## config.mk

```make
export PLATFORM = sky130hd
export DESIGN_NAME = score_keeper_flat
export DESIGN_NICKNAME = d
export VERILOG_FILES = /design/src/rtl/score_keeper_if.sv /design/src/rtl/score_keeper.sv /design/src/flat_wrapper.sv
export SDC_FILE = /design/constraint.sdc
export NUM_CORES = 1
export LEC_CHECK = 0
export CAP_MARGIN = 20
export CORE_MARGIN = 3
export CORE_UTILIZATION = 25
export DETAILED_ROUTE_END_ITERATION = 10
export PLACE_DENSITY = 0.45
export REMOVE_ABC_BUFFERS = 1
export SLEW_MARGIN = 20
export SYNTH_ARGS = -nofsm -noshare
export SYNTH_HDL_FRONTEND = slang
export SYNTH_SLANG_ARGS = --single-unit
```

## constraint.sdc

```tcl
create_clock -name clock -period 4.9 [get_ports clock]
set_clock_uncertainty 0.15 [all_clocks]
set_input_delay 1.47 -clock clock [delete_from_list [all_inputs] [get_ports clock]]
set_output_delay 1.47 -clock clock [all_outputs]
set_load 0.02 [all_outputs]
```

## src/rtl/score_keeper_if.sv

```systemverilog
// Board2 score keeper bus: player/start inputs and the four-digit display outputs.
interface score_keeper_if;
   logic       start;
   logic       pointP1;
   logic       pointP2;
   logic [3:0] scoreP1Tens;
   logic [3:0] scoreP1Ones;
   logic [3:0] scoreP2Tens;
   logic [3:0] scoreP2Ones;
   logic [3:0] digitEnable;
   logic [1:0] gameState;
   logic [1:0] winner;

   modport master (
      output start, pointP1, pointP2,
      input  scoreP1Tens, scoreP1Ones, scoreP2Tens, scoreP2Ones,
      input  digitEnable, gameState, winner
   );

   modport slave (
      input  start, pointP1, pointP2,
      output scoreP1Tens, scoreP1Ones, scoreP2Tens, scoreP2Ones,
      output digitEnable, gameState, winner
   );
endinterface

```

## src/rtl/score_keeper.sv

```systemverilog
// Match score and game-state keeper: edge-detected point events, two-digit BCD
// scores, IDLE/PLAY/OVER match FSM with win rule, and winner-digit blinking.
module score_keeper #(
   parameter int unsigned WIN_SCORE    = 11,
   parameter int unsigned WIN_BY_TWO   = 1,
   parameter int unsigned BLINK_CYCLES = 25_000_000
) (
   input logic           clock,
   input logic           reset,
   score_keeper_if.slave bus
);
   localparam int unsigned DIGIT_W = 4;
   localparam int unsigned VAL_W   = 7;
   localparam int unsigned CMP_W   = 8;
   localparam int unsigned CNT_W   = (BLINK_CYCLES > 2) ? $clog2(BLINK_CYCLES) : 1;

   typedef enum logic [1:0] {
      IDLE = 2'b00,
      PLAY = 2'b01,
      OVER = 2'b10
   } state_t;

   state_t             state;
   logic               s_start, p_start, s_p1, p_p1, s_p2, p_p2;
   logic [DIGIT_W-1:0] p1_tens, p1_ones, p2_tens, p2_ones;
   logic [3:0]         digit_en;
   logic [1:0]         win_who;
   logic [CNT_W-1:0]   blink_cnt;

   logic               start_ev, p1_ev, p2_ev;
   logic [VAL_W-1:0]   p1_val, p2_val;
   logic               p1_win, p2_win;

   assign start_ev = s_start & ~p_start;
   assign p1_ev    = s_p1 & ~p_p1;
   assign p2_ev    = s_p2 & ~p_p2;

   assign p1_val = VAL_W'(p1_tens) * VAL_W'(10) + VAL_W'(p1_ones);
   assign p2_val = VAL_W'(p2_tens) * VAL_W'(10) + VAL_W'(p2_ones);

   // Win rule on registered scores; 99 wins regardless of lead
   always_comb begin
      p1_win = 1'b0;
      p2_win = 1'b0;
      if (p1_val == VAL_W'(99)) begin
         p1_win = 1'b1;
      end else if (p1_val >= VAL_W'(WIN_SCORE)) begin
         p1_win = (WIN_BY_TWO == 0) ||
                  (CMP_W'(p1_val) >= CMP_W'(p2_val) + CMP_W'(2));
      end
      if (p2_val == VAL_W'(99)) begin
         p2_win = 1'b1;
      end else if (p2_val >= VAL_W'(WIN_SCORE)) begin
         p2_win = (WIN_BY_TWO == 0) ||
                  (CMP_W'(p2_val) >= CMP_W'(p1_val) + CMP_W'(2));
      end
   end

   // Saturating two-digit BCD increment, returns {tens, ones}
   function automatic logic [2*DIGIT_W-1:0] bcd_inc(input logic [DIGIT_W-1:0] tens,
                                                    input logic [DIGIT_W-1:0] ones);
      logic [2*DIGIT_W-1:0] r;
      r = {tens, ones};
      if (tens == DIGIT_W'(9) && ones == DIGIT_W'(9)) begin
         r = {tens, ones};
      end else if (ones == DIGIT_W'(9)) begin
         r = {tens + DIGIT_W'(1), DIGIT_W'(0)};
      end else begin
         r = {tens, ones + DIGIT_W'(1)};
      end
      return r;
   endfunction

   always_ff @(posedge clock or posedge reset) begin
      if (reset) begin
         state     <= IDLE;
         s_start   <= 1'b0;
         p_start   <= 1'b0;
         s_p1      <= 1'b0;
         p_p1      <= 1'b0;
         s_p2      <= 1'b0;
         p_p2      <= 1'b0;
         p1_tens   <= '0;
         p1_ones   <= '0;
         p2_tens   <= '0;
         p2_ones   <= '0;
         digit_en  <= 4'b1111;
         win_who   <= 2'b00;
         blink_cnt <= '0;
      end else begin
         s_start <= bus.start;
         p_start <= s_start;
         s_p1    <= bus.pointP1;
         p_p1    <= s_p1;
         s_p2    <= bus.pointP2;
         p_p2    <= s_p2;

         case (state)
            IDLE: begin
               if (start_ev) begin
                  p1_tens  <= '0;
                  p1_ones  <= '0;
                  p2_tens  <= '0;
                  p2_ones  <= '0;
                  win_who  <= 2'b00;
                  digit_en <= 4'b1111;
                  state    <= PLAY;
               end
            end
            PLAY: begin
               // A decided match freezes scores before any further point lands
               if (p1_win || p2_win) begin
                  state     <= OVER;
                  win_who   <= p1_win ? 2'b01 : 2'b10;
                  blink_cnt <= '0;
                  digit_en  <= 4'b1111;
               end else if (p1_ev && !p2_ev) begin
                  {p1_tens, p1_ones} <= bcd_inc(p1_tens, p1_ones);
               end else if (p2_ev && !p1_ev) begin
                  {p2_tens, p2_ones} <= bcd_inc(p2_tens, p2_ones);
               end
            end
            OVER: begin
               if (start_ev) begin
                  p1_tens   <= '0;
                  p1_ones   <= '0;
                  p2_tens   <= '0;
                  p2_ones   <= '0;
                  win_who   <= 2'b00;
                  digit_en  <= 4'b1111;
                  blink_cnt <= '0;
                  state     <= PLAY;
               end else if (blink_cnt == CNT_W'(BLINK_CYCLES - 1)) begin
                  blink_cnt <= '0;
                  if (win_who == 2'b01) begin
                     digit_en[3:2] <= ~digit_en[3:2];
                  end else begin
                     digit_en[1:0] <= ~digit_en[1:0];
                  end
               end else begin
                  blink_cnt <= blink_cnt + CNT_W'(1);
               end
            end
            default: state <= IDLE;
         endcase
      end
   end

   assign bus.scoreP1Tens = p1_tens;
   assign bus.scoreP1Ones = p1_ones;
   assign bus.scoreP2Tens = p2_tens;
   assign bus.scoreP2Ones = p2_ones;
   assign bus.digitEnable = digit_en;
   assign bus.gameState   = state;
   assign bus.winner      = win_who;
endmodule

```

## src/flat_wrapper.sv

```systemverilog
// flat-port wrapper written by rule: the top's interface ports become plain ports
module score_keeper_flat 
#(
   parameter int unsigned WIN_SCORE    = 11,
   parameter int unsigned WIN_BY_TWO   = 1,
   parameter int unsigned BLINK_CYCLES = 25_000_000
)
  (clock, reset, bus_start, bus_pointP1, bus_pointP2, bus_scoreP1Tens, bus_scoreP1Ones, bus_scoreP2Tens, bus_scoreP2Ones, bus_digitEnable, bus_gameState, bus_winner);
  score_keeper_if bus_i ();
  input logic clock;
  input logic reset;
  input wire logic [$bits(bus_i.start)-1:0] bus_start;
  input wire logic [$bits(bus_i.pointP1)-1:0] bus_pointP1;
  input wire logic [$bits(bus_i.pointP2)-1:0] bus_pointP2;
  output wire logic [$bits(bus_i.scoreP1Tens)-1:0] bus_scoreP1Tens;
  output wire logic [$bits(bus_i.scoreP1Ones)-1:0] bus_scoreP1Ones;
  output wire logic [$bits(bus_i.scoreP2Tens)-1:0] bus_scoreP2Tens;
  output wire logic [$bits(bus_i.scoreP2Ones)-1:0] bus_scoreP2Ones;
  output wire logic [$bits(bus_i.digitEnable)-1:0] bus_digitEnable;
  output wire logic [$bits(bus_i.gameState)-1:0] bus_gameState;
  output wire logic [$bits(bus_i.winner)-1:0] bus_winner;
  assign bus_i.start = bus_start;
  assign bus_i.pointP1 = bus_pointP1;
  assign bus_i.pointP2 = bus_pointP2;
  assign bus_scoreP1Tens = bus_i.scoreP1Tens;
  assign bus_scoreP1Ones = bus_i.scoreP1Ones;
  assign bus_scoreP2Tens = bus_i.scoreP2Tens;
  assign bus_scoreP2Ones = bus_i.scoreP2Ones;
  assign bus_digitEnable = bus_i.digitEnable;
  assign bus_gameState = bus_i.gameState;
  assign bus_winner = bus_i.winner;
  score_keeper #(.WIN_SCORE(WIN_SCORE), .WIN_BY_TWO(WIN_BY_TWO), .BLINK_CYCLES(BLINK_CYCLES)) u_core (.clock(clock), .reset(reset), .bus(bus_i));
endmodule
```

==> metrics.yaml <==
pwr:
  combPwrFrac_pct: 48.0
  vdd_drop_max_v: 0.000159
  p_int_mw: 1.10
  powerDensity_nw_per_um2: 389
  power_mw: 1.95
  p_switching_mw: 0.847
  p_clk_share_pct: 19.8
  seqPwrFrac_pct: 32.2
  p_sw_share_pct: 43.4
  p_leak_nw: 2.21
synth:
  dominantRegCellSynth: "dfrtp_1"
  ys_seq_area_share_pct: 32.6
  async_reset_ff_share_pct: 100
  ys_warn_count: 0
  syn_avg_cell_area_um2: 8.99
  synth_seq_cells: 55
  synth_cell_types: 62
  synth_edf_count: 0
  syn_area_um2: 4240
  syn-instance-count: 471
clock_network:
  path_clk_slew_ps: 80
  cts_tree: "done"
  clockBufferDepth: 2
  clock-sinks: 55
  cts_buffers: 5
  hold_buffers: 0
  cts_root_buffer: "clkbuf_16"
  clk_latency_ps: 300
  htreeDepth: 2
  postCtsSetupRepairBufs: 0
route:
  first_iter_violations: 164
  antenna_left: 0
  routed-via-count: 3666
  via_per_inst: 5.05
  dr.pass1.iters: 5
  routed_wl_mm: 11.0
  post-route-drc-count: 0
  routedWlPerCell_um: 15.1
critical_path:
  worstPathCellList: "ha_1 -> ha_1 -> fa_1 -> inv_1 -> o22ai_2 -> nor2_1 -> nor2_1 -> nand2_1 -> xor2_1 -> ha_1 -> a2111oi_0 -> o21ai_0 -> o311ai_1 -> o211a_2 -> a21oi_4 -> or3_4 -> mux2_4"
  crit_path_start: "u_core.bus.scoreP2Tens[1]"
  worstSetupPathType: "reg -> reg"
  r2r_cells: 17
  cp_slowest_cell: "fa_1"
  reg2reg_slack_ps: 370
  crit_fanout: 18
  critPathTopFamily: "compound AO/OA/AOI/OAI gates"
  cp-start-kind: "register"
  cpPeakStageDelay_ps: 550
  r2r_start: "u_core.bus.scoreP2Tens[1]"
  crit_top_cell: "ha_1"
  timing.critical_path.depth: 17
  cp.arrival_ps: 4560
  worstPathBufferInverterCount: 1
  end_kind: "register"
  crit_required_ps: 4930
  reg2reg_to: "u_core.bus.scoreP2Ones[1]"
  crit_end: "u_core.bus.scoreP2Ones[1]"
timing:
  tightest_slew_ps: 934
  max_slew_margin_pct: 37.5
  final-setup-viol-count: 0
  fin_crit_sh_pct: 92.4
  slew_viol_final: 0
  rsz0062_at_grt: "false"
  timing.fmax_mhz: 221
  tns_ps: 0
  holdWs_ps: 214
  finalHoldViolCount: 0
  layout_min_cycle_time_ps: 4530
placed_design:
  portBuffers: 28
  place_area_um2: 4850
  gp_congestion: 0.780
  hpwl_mm: 8.40
worst_hold_path:
  hold_class: "reg -> reg"
final_layout:
  drive_gt1_share_pct: 10.0
  fillers: 1718
  fin_nets: 556
  diodes: 0
  syn2layout_area_growth_pct: 18.5
  fin_area_um2: 5020
floorplan:
  die_h_um: 136
  dieArea_um2: 18500
  core_um2: 16200
  ios: 29
  die_w_um: 136
  rows: 46
  start_util_pct: 26.1
job:
  maxCapViolations: 0
global_route:
  grt_usage_pct: 12.5
  grt_pass1_wl_mm: 18.8
  antenna_found_initial: 0
  gr-total-overflow: 0
  grt_pass1_vias: 3656
  grt_max_degree: 33
run_status:
  outcome: "complete, no violations"
timing repair:
item / 4_1_cts / 5_1_grt
endpoints found under the setup margin: 0 / 19
endpoints found under the hold margin: 0 / 0
resized for setup: 0 / 3
metal layers:
metal	global-route usage (%)	vias up	share of wire [%]
li1	-	1817	-
met2	21.3	48	48
met4	3.47	0	1.0
met1	16.7	1794	48
met5	0	-	0
met3	1.44	7	2.6
stage by stage:
step | worst slack, ps | util [%] | cells
floorplan | 444 | - | 459
global placement | 152 | 29.9 | 718
detailed placement | 55.9 | 29.9 | 718
CTS | 45.9 | 30.8 | 726
global route | 85.2 | 30.9 | 726
finish | 373 | 30.9 | 726
cells in the mapped netlist (3+ instances only):
library cell	instances	share of area (%)
nor2b_1	5	0.74
a21boi_0	3	0.53
a22o_1	5	1.0
nor3_1	13	1.5
o22ai_1	4	0.59
xnor2_1	10	2.1
nand3b_1	3	0.53
and2_1	7	1.0
or4_1	4	0.71
a211oi_1	6	1.1
o41ai_1	6	1.2
nand3_1	30	3.5
o211ai_1	3	0.53
a21oi_1	15	1.8
inv_1	28	2.5
dfrtp_1	51	30
clkbuf_1	9	0.80
fa_1	4	1.9
or3_1	3	0.44
a31o_1	3	0.62
o31ai_1	12	2.1
nand2_1	39	3.5
nand4_1	15	2.2
nand2b_1	12	1.8
dfstp_2	4	2.5
nor2_1	22	1.9
mux2i_1	5	1.2
xor2_1	5	1.0
a21o_1	12	2.1
nor4_1	6	0.89
and3_1	16	2.4
or2_2	3	0.44
a31oi_1	3	0.44
ha_1	38	11
xnor2_2	3	1.2
o21ai_0	29	3.4
worst min-delay path by stage:
| stage | startpoint | to | slack [ps] | depth (start not counted) |
|---|---|---|---|---|
| 3_3_place_gp | u_core.s_p2 | u_core.p_p2 | 210 | 0 |
| 3_5_place_dp | u_core.s_p2 | u_core.p_p2 | 210 | 0 |
| 4_1_cts | u_core.s_p2 | u_core.p_p2 | 220 | 0 |
| 2_1_floorplan | u_core.s_p2 | u_core.p_p2 | 200 | 0 |
| 6_report | u_core.s_p2 | u_core.p_p2 | 210 | 0 |
| 5_1_grt | u_core.s_start | u_core.p_start | 240 | 0 |
power groups by stage:
stage                     sequential (mW)  combinational [mW]  clock [mW]
final                               0.628               0.936       0.387
after detailed placement            0.639               0.936           0
after CTS                           0.631               0.937       0.403
after floorplan                     0.663               0.574           0
after global routing                0.646                1.06       0.417
after global placement              0.638               0.933           0
layout make-up:
class	count	area [um^2]	share of cell area (%)
clock inverters	2	17.5	0.349
repair buffers	43	393	7.82
inverters	30	113	2.24
clock buffers	6	139	2.77
well taps	216	270	5.38
multi-input cells	374	2710	53.9
flip-flops and latches	55	1380	27.5
sequential cells by signal, summed over array words and instances, names as in the netlist, 2 cells and up:
name,flops
u_core.bus.digitEnable,4
u_core.bus.winner,2
u_core.blink_cnt,25
u_core.bus.gameState,2
u_core.bus.scoreP2Tens,4
u_core.bus.scoreP1Ones,4
u_core.bus.scoreP2Ones,4
u_core.bus.scoreP1Tens,4
kinds of logic after synthesis:
family | Yosys count | synth area share [%]
XOR/XNOR | 19 | 4.78
flip-flops | 55 | 32.6
adder cells (fa/ha/maj) | 42 | 13.1
AO/OA/AOI/OAI | 123 | 21.2
AND/OR/NAND/NOR | 184 | 22.9
multiplexers | 6 | 1.54
buffers and inverters | 42 | 3.87
layout by cell type (no fill, tap or decap), types with 5 or more instances in the layout:
cell             count
dfrtp_1             51
nand2_1             39
ha_1                38
nand3_1             30
o21ai_0             29
clkdlybuf4s50_1     28
inv_1               27
nor2_1              22
and3_1              16
a21oi_1             15
nand4_1             15
buf_4               15
nor3_1              13
a21o_1              12
o31ai_1             12
nand2b_1            11
xnor2_1             10
and2_1               7
nor4_1               6
a211oi_1             6
o41ai_1              6
nor2b_1              5
xor2_1               5
a22o_1               5
mux2i_1              5
clkbuf_16            5
Note: power is estimated with default switching activity, not from simulation.
==> RTL edit (same flow settings) <==
Make the reset (`reset`) synchronous in one clocked block.
--- a/src/rtl/score_keeper.sv
+++ b/src/rtl/score_keeper.sv
@@ -73,3 +73,3 @@
 
-   always_ff @(posedge clock or posedge reset) begin
+   always_ff @(posedge clock) begin
       if (reset) begin
Check against the original RTL: differs if reset is asserted again (counterexample within 4 cycles, from zero or initial values and one cycle with reset high); with reset held inactive, the same outputs for 10 cycles.
==> RTL edit against the unedited design <==
- sequential cell count is the same
- count of clock-buffer cells in the layout rose by 2
- area after synthesis fell by 2.7%
- wire length is essentially flat
- first-iteration DRC count increased by 12%
- setup slack lost 56 ps
- design area fell by 3.7%
- worst hold slack improved by 97 ps
- global-route usage down 0.37 points
- die area fell by 2.6%
- largest cell class unchanged
Power is not compared: it rests on default switching activity, and its combinational part moved more than twofold at a synthesized area within 25%.
==> RTL edit: results (changes against the unedited design) <==
* Routed wire length on met2 at 5350 µm (+1.1%)
* Uppermost layer routed: met4
* Crit-path slowest cell: or4_1
* Critical path fanouts, max at 8 (-10)
* Post-Synthesis Cells at 495 (+5.1%)
* GR Layer Usage met2 at 0.214 (+0.000978)
* Crit path max-delay family: simple AND/OR/NAND/NOR gates
* Final setup vio count at 0 (unchanged)
* Fillers at 1752 (+2.0%)
* Global-route wire length before repair at 18300 µm (-2.8%)
* Via count at 3805 (+3.8%)
* Register area at 1100 µm² (-20%)
* Distinct cells, synth at 67 (+8.1%)
* Worst reg2reg setup slack at 320 ps (-60 ps)
* Hold Path End: u_core.p_p2
* Final hold slack at 311 ps (+97.2 ps)
* Setup slack after placement at 236 ps (+180 ps)
* Met3 Resource Use GR at 0.0124 (-0.00206)
* Hold Startpoint: u_core.s_p2
* Gp weighted congestion at 0.794 (+1.8%)
* Initial antenna violation count at 0 (unchanged)
* Met3 WL at 264 µm (-7.4%)
* Number of global-route vias before repair at 3672 (+0.44%)
* Area of placed instances at 4660 µm² (-3.9%)
* Worst Path Arrival at 4610 ps (+50 ps)
* Post-synth top cells: dfxtp_1 (55), a21oi_1 (39), ha_1 (38)
* Initial DRC count at 184 (+12%)
* WHS Path Cells at 1 (+1)
* Final cell count without fillers at 735 (+1.2%)
* Synth async-reset ratio at 0 (-1.00)
* Tcrit/Tclk final at 0.935 (+0.0115)
* Top cells by area, synth: dfxtp_1 (27%), ha_1 (12%), a21oi_1 (4.7%)
* Post-synthesis sequential area ratio at 0.267 (-0.0590)
* Met1 Track Usage GR at 0.160 (-0.00623)
* Placed Cells at 727 (+1.3%)
* GRT Total Usage at 0.121 (-0.00368)
* Worst Setup SP: u_core.bus.scoreP1Tens[0]
* Post-DP HPWL at 8200 µm (-2.4%)
* Final nets at 565 (+1.6%)
* DRT Pass-1 Iters at 4 (-1)
* M1 wire length at 5240 µm (-0.63%)
* Crit-path max cell delay at 670 ps (+120 ps)
* Share of cells above drive strength 1 at 0.0751 (-0.0249)
* Worst Tran Pin Value at 715 ps (-219 ps)
* Worst R2R Path Depth at 14 (-3)
* CP Capture Point: u_core.bus.scoreP2Tens[3]
* Buffers added on ports at 28 (unchanged)
* Pin count of the biggest net entering global routing at 34 (+3.0%)
* Status: complete, no violations
## RTL edit: area by class of cell
class,instances,share of cell area
multi-input combinational,392,0.590
sequential,55,0.228
timing repair buffer,37,0.0727
tap,216,0.0559
clock buffer,8,0.0323
inverter,27,0.0210
## RTL edit: worst register-to-register path, cell delays in order, from the launching register on
cell	delay, ps
dfxtp_1	500
ha_1	210
ha_1	130
inv_1	40
fa_1	500
or3_1	440
and2_1	210
ha_1	320
a2111oi_1	420
o21ai_0	180
o211ai_1	210
o221ai_2	210
or4_1	670
a2bb2oi_1	200
mux2i_1	90
## RTL edit: logic make-up after synthesis
| kind of cell | count (synthesis) | share of synthesized area |
|---|---|---|
| compound gates | 127 | 0.215 |
| simple gates | 196 | 0.266 |
| buf+inv | 48 | 0.0483 |
| flops | 55 | 0.267 |
| xor+xnor | 17 | 0.0449 |
| mux | 10 | 0.0243 |
| fa+ha+maj | 42 | 0.135 |
## RTL edit: power by group
group          internal (µW)  switching, µW
Sequential               450           5.14
Combinational           17.5           27.3
Clock                    218            160
